--- config.mk ---
export PLATFORM = sky130hd
export DESIGN_NAME = counter_ctrl
export DESIGN_NICKNAME = d
export VERILOG_FILES = /design/src/rtl/counter_ctrl_pkg.sv /design/src/rtl/counter_ctrl_key_debounce.sv /design/src/rtl/counter_ctrl.sv
export SDC_FILE = /design/constraint.sdc
export NUM_CORES = 1
export LEC_CHECK = 0
export BUFFER_PORTS_ARGS = -buffer_cell sky130_fd_sc_hd__buf_2
export CELL_PAD_IN_SITES_DETAIL_PLACEMENT = 1
export CELL_PAD_IN_SITES_GLOBAL_PLACEMENT = 1
export CORE_ASPECT_RATIO = 2
export CORE_MARGIN = 2
export CORE_UTILIZATION = 48
export DETAILED_ROUTE_END_ITERATION = 6
export PLACE_DENSITY = 0.78
export RECOVER_POWER = 50
export SYNTH_ARGS = -nofsm -noshare
export SYNTH_HDL_FRONTEND = slang
export SYNTH_SLANG_ARGS = --single-unit
--- constraint.sdc ---
create_clock -name i_clk -period 2.2 [get_ports i_clk]
set_clock_uncertainty 0.2 [all_clocks]
set_input_delay 0.55 -clock i_clk [delete_from_list [all_inputs] [get_ports i_clk]]
set_output_delay 0.55 -clock i_clk [all_outputs]
set_load 0.05 [all_outputs]
--- src/rtl/counter_ctrl_pkg.sv ---
// Shared encodings for the counter run-state sequencer: FSM states, control-bus
// bit positions and the command words driven onto the counter's control bus.
package counter_ctrl_pkg;

    typedef enum logic [1:0] {
        ST_INIT  = 2'b00,
        ST_IDLE  = 2'b01,
        ST_RUN   = 2'b10,
        ST_PAUSE = 2'b11
    } state_e;

    localparam int CTR_CLR   = 0;
    localparam int CTR_STOP  = 1;
    localparam int CTR_START = 2;

    // A clear also stops the counter so it never free-runs from zero.
    localparam logic [2:0] CMD_CLR   = 3'b011;
    localparam logic [2:0] CMD_STOP  = 3'b010;
    localparam logic [2:0] CMD_START = 3'b100;

endpackage

--- src/rtl/counter_ctrl_key_debounce.sv ---
// One push-button channel: 2-FF synchroniser, stability counter and a
// single-cycle press event on each accepted 0->1 change of the stable level.
module key_debounce #(
    parameter int DEB_CYC = 200000,
    parameter int DEB_W   = 18
) (
    input  logic clk,
    input  logic rst_n,
    input  logic key,
    output logic press
);

    logic             sync1;
    logic             sync2;
    logic             stable;
    logic             stable_d;
    logic [DEB_W-1:0] cnt;

    always_ff @(posedge clk or negedge rst_n) begin
        if (!rst_n) begin
            sync1    <= 1'b0;
            sync2    <= 1'b0;
            stable   <= 1'b0;
            stable_d <= 1'b0;
            cnt      <= '0;
        end else begin
            sync1    <= key;
            sync2    <= sync1;
            stable_d <= stable;
            // Any sample agreeing with the stable level restarts the count.
            if (sync2 == stable) begin
                cnt <= '0;
            end else if (cnt == DEB_W'(DEB_CYC - 1)) begin
                stable <= sync2;
                cnt    <= '0;
            end else begin
                cnt <= cnt + 1'b1;
            end
        end
    end

    assign press = stable & ~stable_d;

endmodule

--- src/rtl/counter_ctrl.sv ---
// Key front end and run-state sequencer for the 0..99 display counter.
// Optional auto-stop at STOP_NUM is enabled by defining COUNTER_CTRL_AUTOSTOP_EN.
module counter_ctrl
    import counter_ctrl_pkg::*;
#(
    parameter int         DEB_CYC  = 200000,
    parameter int         DEB_W    = 18,
    parameter logic [7:0] STOP_NUM = 8'd99
) (
    input  logic       i_clk,
    input  logic       i_rst_n,
    input  logic       i_key_clr,
    input  logic       i_key_stop,
    input  logic       i_key_start,
    input  logic [7:0] i_num,
    output logic [2:0] o_ctr,
    output logic [1:0] o_state,
    output logic       o_run,
    output logic       o_done
);

    logic [2:0] press;
    logic [2:0] raw_keys;
    state_e     state;
    state_e     state_nxt;
    logic [2:0] ctr;
    logic [2:0] ctr_nxt;
    logic       run;
    logic       auto_stop;

    assign raw_keys[CTR_CLR]   = i_key_clr;
    assign raw_keys[CTR_STOP]  = i_key_stop;
    assign raw_keys[CTR_START] = i_key_start;

    for (genvar k = 0; k < 3; k++) begin : g_key
        key_debounce #(
            .DEB_CYC (DEB_CYC),
            .DEB_W   (DEB_W)
        ) u_deb (
            .clk   (i_clk),
            .rst_n (i_rst_n),
            .key   (raw_keys[k]),
            .press (press[k])
        );
    end

`ifdef COUNTER_CTRL_AUTOSTOP_EN
    logic [7:0] num_prev;
    logic       done;
    logic       done_nxt;

    assign auto_stop = (state == ST_RUN) && (num_prev != STOP_NUM) && (i_num == STOP_NUM);
`else
    logic unused_num;

    assign unused_num = ^{i_num, STOP_NUM};
    assign auto_stop  = 1'b0;
`endif

    // Priority clear > stop > start > auto-stop; a losing or ignored event is dropped.
    always_comb begin
        state_nxt = state;
        ctr_nxt   = 3'b000;
        if (state == ST_INIT) begin
            ctr_nxt   = CMD_CLR;
            state_nxt = ST_IDLE;
        end else if (press[CTR_CLR]) begin
            ctr_nxt   = CMD_CLR;
            state_nxt = ST_IDLE;
        end else if (press[CTR_STOP]) begin
            if (state == ST_RUN) begin
                ctr_nxt   = CMD_STOP;
                state_nxt = ST_PAUSE;
            end
        end else if (press[CTR_START]) begin
            if (state != ST_RUN) begin
                ctr_nxt   = CMD_START;
                state_nxt = ST_RUN;
            end
        end else if (auto_stop) begin
            ctr_nxt   = CMD_STOP;
            state_nxt = ST_PAUSE;
        end
    end

    always_ff @(posedge i_clk or negedge i_rst_n) begin
        if (!i_rst_n) begin
            state <= ST_INIT;
            ctr   <= 3'b000;
            run   <= 1'b0;
        end else begin
            state <= state_nxt;
            ctr   <= ctr_nxt;
            run   <= (state_nxt == ST_RUN);
        end
    end

`ifdef COUNTER_CTRL_AUTOSTOP_EN
    always_comb begin
        done_nxt = done;
        if (ctr_nxt == CMD_CLR || ctr_nxt == CMD_START) begin
            done_nxt = 1'b0;
        end else if (auto_stop && ctr_nxt == CMD_STOP && !(|press)) begin
            done_nxt = 1'b1;
        end
    end

    always_ff @(posedge i_clk or negedge i_rst_n) begin
        if (!i_rst_n) begin
            num_prev <= 8'd0;
            done     <= 1'b0;
        end else begin
            num_prev <= i_num;
            done     <= done_nxt;
        end
    end

    assign o_done = done;
`else
    assign o_done = 1'b0;
`endif

    assign o_ctr   = ctr;
    assign o_state = state;
    assign o_run   = run;

endmodule

==> impl_metrics.env, run 1 <==
export IMPL_synth_most_common_cell="dfrtp_1"
export IMPL_dp_worst_setup_slack_ns=0.07505
export IMPL_slew_headroom_pct=58.57
export IMPL_io_buffers=10
export IMPL_clock_latency_ns=0.35
export IMPL_fin_ws_ns=0.04059
export IMPL_ys_seq_area_share_pct=54.59
export IMPL_cts_resized_gates=0
export IMPL_die_y_um=121.3
export IMPL_syn_area_um2=3301
export IMPL_timing_hold_ws_ns=0.1006
export IMPL_grt_pass1_vias=2909
export IMPL_fin_crit_sh_pct=98.15
export IMPL_yosys_cell_types_count=41
export IMPL_start_util_pct=49.85
export IMPL_dr_pass1_iters=4
export IMPL_dieArea_um2=7596
export IMPL_antenna_found_initial=0
export IMPL_hpwl_um=5891
export IMPL_cp_slowest_cell="or4b_1"
export IMPL_synth_top_cell_area_share_pct=54.59
export IMPL_yosysTopAreaCell="dfrtp_1"
export IMPL_crit_chain="or4b_1 -> nor4_1 -> a31o_2 -> buf_4 -> nor2_1"
export IMPL_rows=42
export IMPL_maxSlewViolCount=0
export IMPL_area_growth_pct=17.78
export IMPL_gp_congestion=0.8578
export IMPL_drc=0
export IMPL_num_vias=2551
export IMPL_synth_async_reset_ratio_pct=100.0
export IMPL_track_usage_pct=24.02
export IMPL_syn_instance_count=316
export IMPL_overflow=0
export IMPL_rsz0062_at_grt="false"
export IMPL_yosys_warnings=0
export IMPL_clock_sinks=72
export IMPL_clockBufferDepth=2
export IMPL_final_nets=366
export IMPL_clkTransAtPathRegs_ns=0.07
export IMPL_fin_util_pct=58.71
export IMPL_wire_per_inst_um=18.44
export IMPL_wirelength_um=8170
export IMPL_grt_max_degree=34
export IMPL_synth_top_family_by_area="simple AND/OR/NAND/NOR gates"
export IMPL_cp_start_kind="flip-flop"
export IMPL_cts_setup_buffers=0
export IMPL_cp_max_fo=6
export IMPL_cts_tree="done"
export IMPL_viasPerCell=5.758
export IMPL_io_pins=20
export IMPL_root_buffer="clkbuf_16"
export IMPL_tightest_slew_ns=0.6215
export IMPL_p_leak_nw=1.662
export IMPL_setup_violations=0
export IMPL_ys_ff_latch=72
export IMPL_final_layout_size_suffix_gt1_share_pct=15.77
export IMPL_synthSimpleGateAreaFrac_pct=24.68
export IMPL_ir_drop_v=0.0007131
export IMPL_criticalPathCategory="reg2reg"
export IMPL_period_needed_ns=2.159
export IMPL_synth_area_per_cell_um2=10.45
export IMPL_worst_path_buf_inv=1
export IMPL_final_antenna_net_count=0
export IMPL_powerDensity_nw_per_um2=739.6
export IMPL_status="finished clean"
export IMPL_hold_viol=0
export IMPL_cp_arrival_ns=2.20
export IMPL_numCtsBuffers=9
export IMPL_synth_edff_count=0
export IMPL_ys_flop_type="dfrtp_1"
export IMPL_cts_max_level=3
export IMPL_path_delay_family="simple AND/OR/NAND/NOR gates"
export IMPL_synthesis_nets=332
export IMPL_synth_area_leaders="dfrtp_1, xnor2_1, nor2_1"
export IMPL_critPathMaxStageDelay_ns=0.54
export IMPL_power_mw=2.875
export IMPL_worstSetupEndpointType="flip-flop"
export IMPL_max_freq_mhz=463.1
export IMPL_drtIter0Drc=138
export IMPL_synth_compound_area_share_pct=4.738
export IMPL_tns_ns=0
export IMPL_min_path_type="in2reg"
export IMPL_diodes=0
export IMPL_synth_mux_area_share_pct=1.024
export IMPL_grt_pass1_wl_um=13870
export IMPL_synth_xor_xnor_area_share_pct=11.41
export IMPL_yosys_top_cells_count="dfrtp_1, nor2_1, xnor2_1, nand4_1, nand2_1"
export IMPL_critical_path_required_ns=2.24
export IMPL_synth_fa_ha_area_share_pct=1.137
export IMPL_core_area_um2=6621
export IMPL_die_w_um=62.64
export IMPL_cap_violations=0
flip-flops by register name (all words and copies together), names as in the netlist:
signal	cells
g_key.u_deb.cnt	54
g_key.u_deb.stable	3
g_key.u_deb.stable_d	3
g_key.u_deb.sync1	3
g_key.u_deb.sync2	3
o_ctr	3
o_state	2
o_run	1
layout by cell type (no fill, tap or decap), types with 5 or more instances in the layout:
cell type   n
nor4_1     11
dfrtp_1    72
nand4_1    19
inv_6       5
and3_1      6
clkbuf_16   9
nor3_1     10
nand3_1    14
or3_1       6
nand2_1    16
a21oi_1     6
xnor2_1    28
nor2_1     53
inv_1      10
xor2_1     15
buf_2       9
buf_4      13
stage by stage:
| stage | cell area, um2 | instances |
|---|---|---|
| 2_1_floorplan | 3301 | 316 |
| 3_3_place_gp | 3610 | 426 |
| 3_5_place_dp | 3610 | 426 |
| 4_1_cts | 3905 | 443 |
| 5_1_grt | 3887 | 443 |
| 6_report | 3887 | 443 |
routing by layer:
layer  track usage (%)  vias up  wire length, um
li1                  -     1180                -
met1             22.53     1310             2753
met2             46.98       36             4934
met3             4.917       25              165
met4             13.06        0              317
met5                 0        -                0
kinds of logic after synthesis:
family,Yosys count
xor gates and xnor gates,43
other,1
adders and majority gates,3
AOI/OAI and AO/OA,23
muxes,3
DFF,72
and+or+nand+nor,155
buffers and inverters,16
worst register-to-register path: cells and delay by family, from the launching register on:
kind	cells	cell delay (ns)
buffers and inverters	1	0.17
AO/OA/AOI/OAI	1	0.34
flip-flops	1	0.39
AND/OR/NAND/NOR	3	0.95
worst paths after layout:
| kind | cells past startpoint | start | slack (ns) | end |
|---|---|---|---|---|
| worst max register to register | 5 | g_key[2].u_deb.cnt[13] | 0.04 | g_key[2].u_deb.cnt[1] |
| min in group asynchronous | 2 | i_rst_n | 0.57 | g_key[2].u_deb.cnt[11] |
| max in group asynchronous | 3 | i_rst_n | 0.28 | g_key[0].u_deb.cnt[11] |
| worst min-delay path | 1 | i_key_start | 0.10 | g_key[2].u_deb.sync1 |
| worst min register to register | 0 | g_key[1].u_deb.sync1 | 0.16 | g_key[1].u_deb.sync2 |
| worst max-delay path | 5 | g_key[2].u_deb.cnt[13] | 0.04 | g_key[2].u_deb.cnt[1] |
layout make-up:
cell class,instances,area [um2]
well taps,88,110.1
flip-flops and latches,72,1802
clock buffers,9,225.2
inverters,10,37.54
multi-input cells,228,1423
repair buffers,29,230.2
fillers,757,2734
clock inverters,7,60.06
power by group:
group / switching, mW / internal (mW) / leakage [nW]
Clock: 0.623 / 0.784 / 0.138
Combinational: 0.0703 / 0.0354 / 0.545
Sequential: 0.0195 / 1.34 / 0.979
timing repair:
item,CTS,global route
hold buffers,1,0
endpoints found under the hold margin,22,0
setup endpoints to repair,0,0
(Power assumes the default switching activity.)
==> run 2: changes to the inputs <==
Settings changed: BUFFER_PORTS_ARGS -buffer_cell sky130_fd_sc_hd__buf_2 to -buffer_cell sky130_fd_sc_hd__buf_4.
==> impl_metrics.env, run 2 (synthesized netlist as in run 1, its figures left out) <==
export IMPL_largest_reg_flops=54
export IMPL_clockBufferDepth=2
export IMPL_status="finished clean"
export IMPL_fillers=750
export IMPL_dr_pass1_iters=4
export IMPL_core_area_um2=6621
export IMPL_worst_path_buf_inv=0
export IMPL_maxSlewViolCount=0
export IMPL_final_cell_mix="dfrtp_1, nor2_1, xnor2_1"
export IMPL_die_y_um=121.3
export IMPL_p_leak_nw=1.684
export IMPL_worstSetupEndpointType="flip-flop"
export IMPL_cap_violations=0
export IMPL_overflow=0
export IMPL_hpwl_um=5808
export IMPL_wire_per_inst_um=18.37
export IMPL_setup_violations=0
export IMPL_fin_crit_sh_pct=95.46
export IMPL_io_pins=20
export IMPL_cp_slowest_cell="or4b_1"
export IMPL_ir_drop_v=0.0005067
export IMPL_fin_ws_ns=0.09979
export IMPL_critical_path_required_ns=2.22
export IMPL_antenna_found_initial=0
export IMPL_clock_latency_ns=0.34
export IMPL_num_vias=2533
export IMPL_cp_max_fo=2
export IMPL_crit_chain="or4b_1 -> nor4_2 -> nand3_1 -> mux2_2"
export IMPL_io_buffers=10
export IMPL_die_w_um=62.64
export IMPL_start_util_pct=49.85
export IMPL_root_buffer="clkbuf_16"
export IMPL_gp_congestion=0.8385
export IMPL_final_antenna_net_count=0
export IMPL_period_needed_ns=2.100
export IMPL_layout_cells_most_common="dfrtp_1"
export IMPL_grt_pass1_wl_um=14070
export IMPL_powerDensity_nw_per_um2=764.7
export IMPL_cts_max_level=3
export IMPL_hold_viol=0
export IMPL_min_path_type="reg2reg"
export IMPL_tightest_slew_ns=0.7791
export IMPL_drc=0
export IMPL_cp_arrival_ns=2.12
export IMPL_timing_hold_ws_ns=0.1397
export IMPL_grt_max_degree=44
export IMPL_rrSetupSlack_ns=0.1
export IMPL_largest_register="g_key.u_deb.cnt"
export IMPL_rsz0062_at_grt="false"
export IMPL_wirelength_um=8174
export IMPL_dieArea_um2=7596
export IMPL_diodes=0
export IMPL_numCtsBuffers=9
export IMPL_final_nets=368
export IMPL_clkTransAtPathRegs_ns=0.06
export IMPL_cp_start_kind="flip-flop"
export IMPL_dp_worst_setup_slack_ns=0.01189
export IMPL_track_usage_pct=24.63
export IMPL_final_layout_size_suffix_gt1_share_pct=16.25
export IMPL_tns_ns=0
export IMPL_area_growth_pct=20.02
export IMPL_grt_pass1_vias=2885
export IMPL_path_delay_family="simple AND/OR/NAND/NOR gates"
export IMPL_critPathMaxStageDelay_ns=0.53
export IMPL_clock_sinks=72
export IMPL_viasPerCell=5.692
export IMPL_criticalPathCategory="reg2reg"
export IMPL_cts_tree="done"
export IMPL_max_freq_mhz=476.1
export IMPL_drtIter0Drc=143
export IMPL_rows=42
export IMPL_slew_headroom_pct=48.06
[run 2: worst paths after layout]
path                                             start  depth (start not counted)                    end
max in group asynchronous                      i_rst_n                          3   g_key[2].u_deb.sync1
min in group asynchronous                      i_rst_n                          2  g_key[1].u_deb.cnt[9]
worst min-delay path              g_key[2].u_deb.sync1                          0   g_key[2].u_deb.sync2
worst max register to register  g_key[2].u_deb.cnt[13]                          4  g_key[2].u_deb.stable
worst max-delay path            g_key[2].u_deb.cnt[13]                          4  g_key[2].u_deb.stable
worst min register to register    g_key[2].u_deb.sync1                          0   g_key[2].u_deb.sync2
[run 2: cell type report]
type / instances / area [um2] / share of cell area (%)
Clock inverter: 6 / 92.59 / 2.337
Tap cell: 88 / 110.1 / 2.780
Timing Repair Buffer: 31 / 261.5 / 6.601
Sequential cell: 72 / 1802 / 45.48
Multi-Input combinational cell: 228 / 1429 / 36.07
Clock buffer: 10 / 229.0 / 5.780
Inverter: 10 / 37.54 / 0.9476
[run 2: where the power goes]
part	internal (mW)	leakage, nW	total (mW)	switching [mW]
clock network	0.998	0.149	1.56	0.564
logic	0.0370	0.555	0.107	0.0705
registers	1.34	0.979	1.36	0.0162
total	2.38	1.68	3.03	0.651
[run 2: timing repair]
item | in CTS | in global routing
hold buffers | 1 | 0
gates resized for setup | 0 | 1
setup endpoints to repair | 2 | 15
endpoints found under the hold margin | 29 | 0
pin swaps | 1 | 0
setup buffers | 1 | 0
[run 2: stage by stage]
stage	utilization [%]	std cells	total power, mW	area [um2]
2_1_floorplan	-	316	1.428	3301
3_3_place_gp	54.78	427	1.488	3627
3_5_place_dp	54.78	427	1.494	3627
4_1_cts	59.90	445	3.073	3966
5_1_grt	59.83	445	3.132	3961
6_report	59.83	445	3.029	3961
[run 2: routing by layer]
layer,vias to the layer above,GRT usage (%),share of wire [%]
li1,1174,-,-
met1,1305,23.68,34
met2,33,47.98,61
met3,21,5.102,2.0
met4,0,12.36,3.4
met5,-,0,0
==> run 3: changes to the inputs <==
Settings changed: REMOVE_ABC_BUFFERS from default to 1, SKIP_CTS_REPAIR_TIMING from default to 1.
==> impl_metrics.env, run 3 (synthesized netlist as in run 1, its figures left out) <==
export IMPL_drc=0
export IMPL_dr_wl_met3_um=158
export IMPL_slew_headroom_pct=50.13
export IMPL_dr_pass1_iters=4
export IMPL_criticalPathCategory="reg2reg"
export IMPL_largest_register="g_key.u_deb.cnt"
export IMPL_largest_reg_flops=54
export IMPL_wirelength_um=8034
export IMPL_dieArea_um2=7596
export IMPL_start_util_pct=49.85
export IMPL_hold_viol=0
export IMPL_fin_area_um2=3926
export IMPL_tightest_slew_ns=0.7380
export IMPL_num_vias=2485
export IMPL_period_needed_ns=2.103
export IMPL_maxSlewViolCount=0
export IMPL_cp_arrival_ns=2.12
export IMPL_layout_cells_most_common="dfrtp_1"
export IMPL_worstSetupEndpointType="flip-flop"
export IMPL_hpwl_um=5787
export IMPL_clock_sinks=72
export IMPL_cp_max_fo=7
export IMPL_die_y_um=121.3
export IMPL_powerDensity_nw_per_um2=759.5
export IMPL_cp_start_kind="flip-flop"
export IMPL_wl_met2_um=4904
export IMPL_max_freq_mhz=475.5
export IMPL_grt_max_degree=37
export IMPL_viasPerCell=5.648
export IMPL_status="finished clean"
export IMPL_final_nets=364
export IMPL_setup_violations=0
export IMPL_rsz0062_at_grt="false"
export IMPL_grt_pass1_wl_um=13830
export IMPL_area_growth_pct=18.95
export IMPL_tns_ns=0
export IMPL_wl_met1_um=2722
export IMPL_rows=42
export IMPL_gp_congestion=0.7695
export IMPL_drtIter0Drc=87
export IMPL_clkTransAtPathRegs_ns=0.06
export IMPL_final_cell_mix="dfrtp_1, nor2_1, xnor2_1"
export IMPL_cap_violations=0
export IMPL_top_layer_used="met4"
export IMPL_cts_tree="done"
export IMPL_core_area_um2=6621
export IMPL_wire_per_inst_um=18.26
export IMPL_rrSetupSlack_ns=0.1
export IMPL_antenna_found_initial=0
export IMPL_timing_hold_ws_ns=0.1479
export IMPL_root_buffer="clkbuf_16"
export IMPL_track_usage_pct=24.00
export IMPL_fin_crit_sh_pct=95.59
export IMPL_diodes=0
export IMPL_post_dp_cell_area_um2=3617
export IMPL_critical_path_required_ns=2.22
export IMPL_power_mw=2.982
export IMPL_numCtsBuffers=9
export IMPL_io_pins=20
export IMPL_cts_max_level=3
export IMPL_p_leak_nw=1.661
export IMPL_final_layout_size_suffix_gt1_share_pct=15.34
export IMPL_die_w_um=62.64
export IMPL_io_buffers=10
export IMPL_grt_pass1_vias=2825
export IMPL_clockBufferDepth=2
export IMPL_overflow=0
export IMPL_min_path_type="in2reg"
export IMPL_final_antenna_net_count=0
export IMPL_clock_latency_ns=0.33
export IMPL_ir_drop_v=0.0004863
-- run 3: layout make-up --
type / instances / area (um2)
Inverter: 10 / 37.54
Multi-Input combinational cell: 228 / 1429
Fill cell: 741 / 2695
Clock buffer: 9 / 225.2
Timing Repair Buffer: 27 / 237.7
Tap cell: 88 / 110.1
Clock inverter: 6 / 85.08
Sequential cell: 72 / 1802
-- run 3: where the power goes --
| part | internal, mW | switching, mW | leakage [nW] |
|---|---|---|---|
| Sequential | 1.34 | 0.0174 | 0.979 |
| Combinational | 0.0369 | 0.0704 | 0.534 |
| Clock | 0.980 | 0.533 | 0.147 |
-- run 3: path summary, 6_finish.rpt --
kind                                          end                   from  cells after the start
max reg2reg                 g_key[2].u_deb.cnt[1]  g_key[2].u_deb.cnt[0]                      6
max in group asynchronous   g_key[1].u_deb.cnt[9]                i_rst_n                      3
min in group asynchronous  g_key[2].u_deb.cnt[16]                i_rst_n                      2
min reg2reg                  g_key[1].u_deb.sync2   g_key[1].u_deb.sync1                      0
min                          g_key[1].u_deb.sync1             i_key_stop                      1
max                         g_key[2].u_deb.cnt[1]  g_key[2].u_deb.cnt[0]                      6
-- run 3: routing by layer --
layer / vias up / global-route usage, %
met4: 0 / 10.97
met1: 1271 / 22.54
met3: 19 / 5.288
met5: - / 0
met2: 27 / 47.65
li1: 1168 / -
-- run 3: stage by stage --
stage	cells	util [%]	worst slack (ns)
3_5_place_dp	424	54.63	0.06506
3_3_place_gp	424	54.63	0.09897
2_1_floorplan	310	-	0.1675
6_report	440	59.30	0.09701
4_1_cts	439	59.32	0.03707
5_1_grt	440	59.30	0.002981
-- run 3: worst max-delay path, cell delays in order (launching register included) --
cell	delay (ns)
dfrtp_1	0.40
ha_1	0.21
nand3_1	0.28
nor2_1	0.35
a31o_2	0.33
buf_4	0.17
nor2_1	0.05
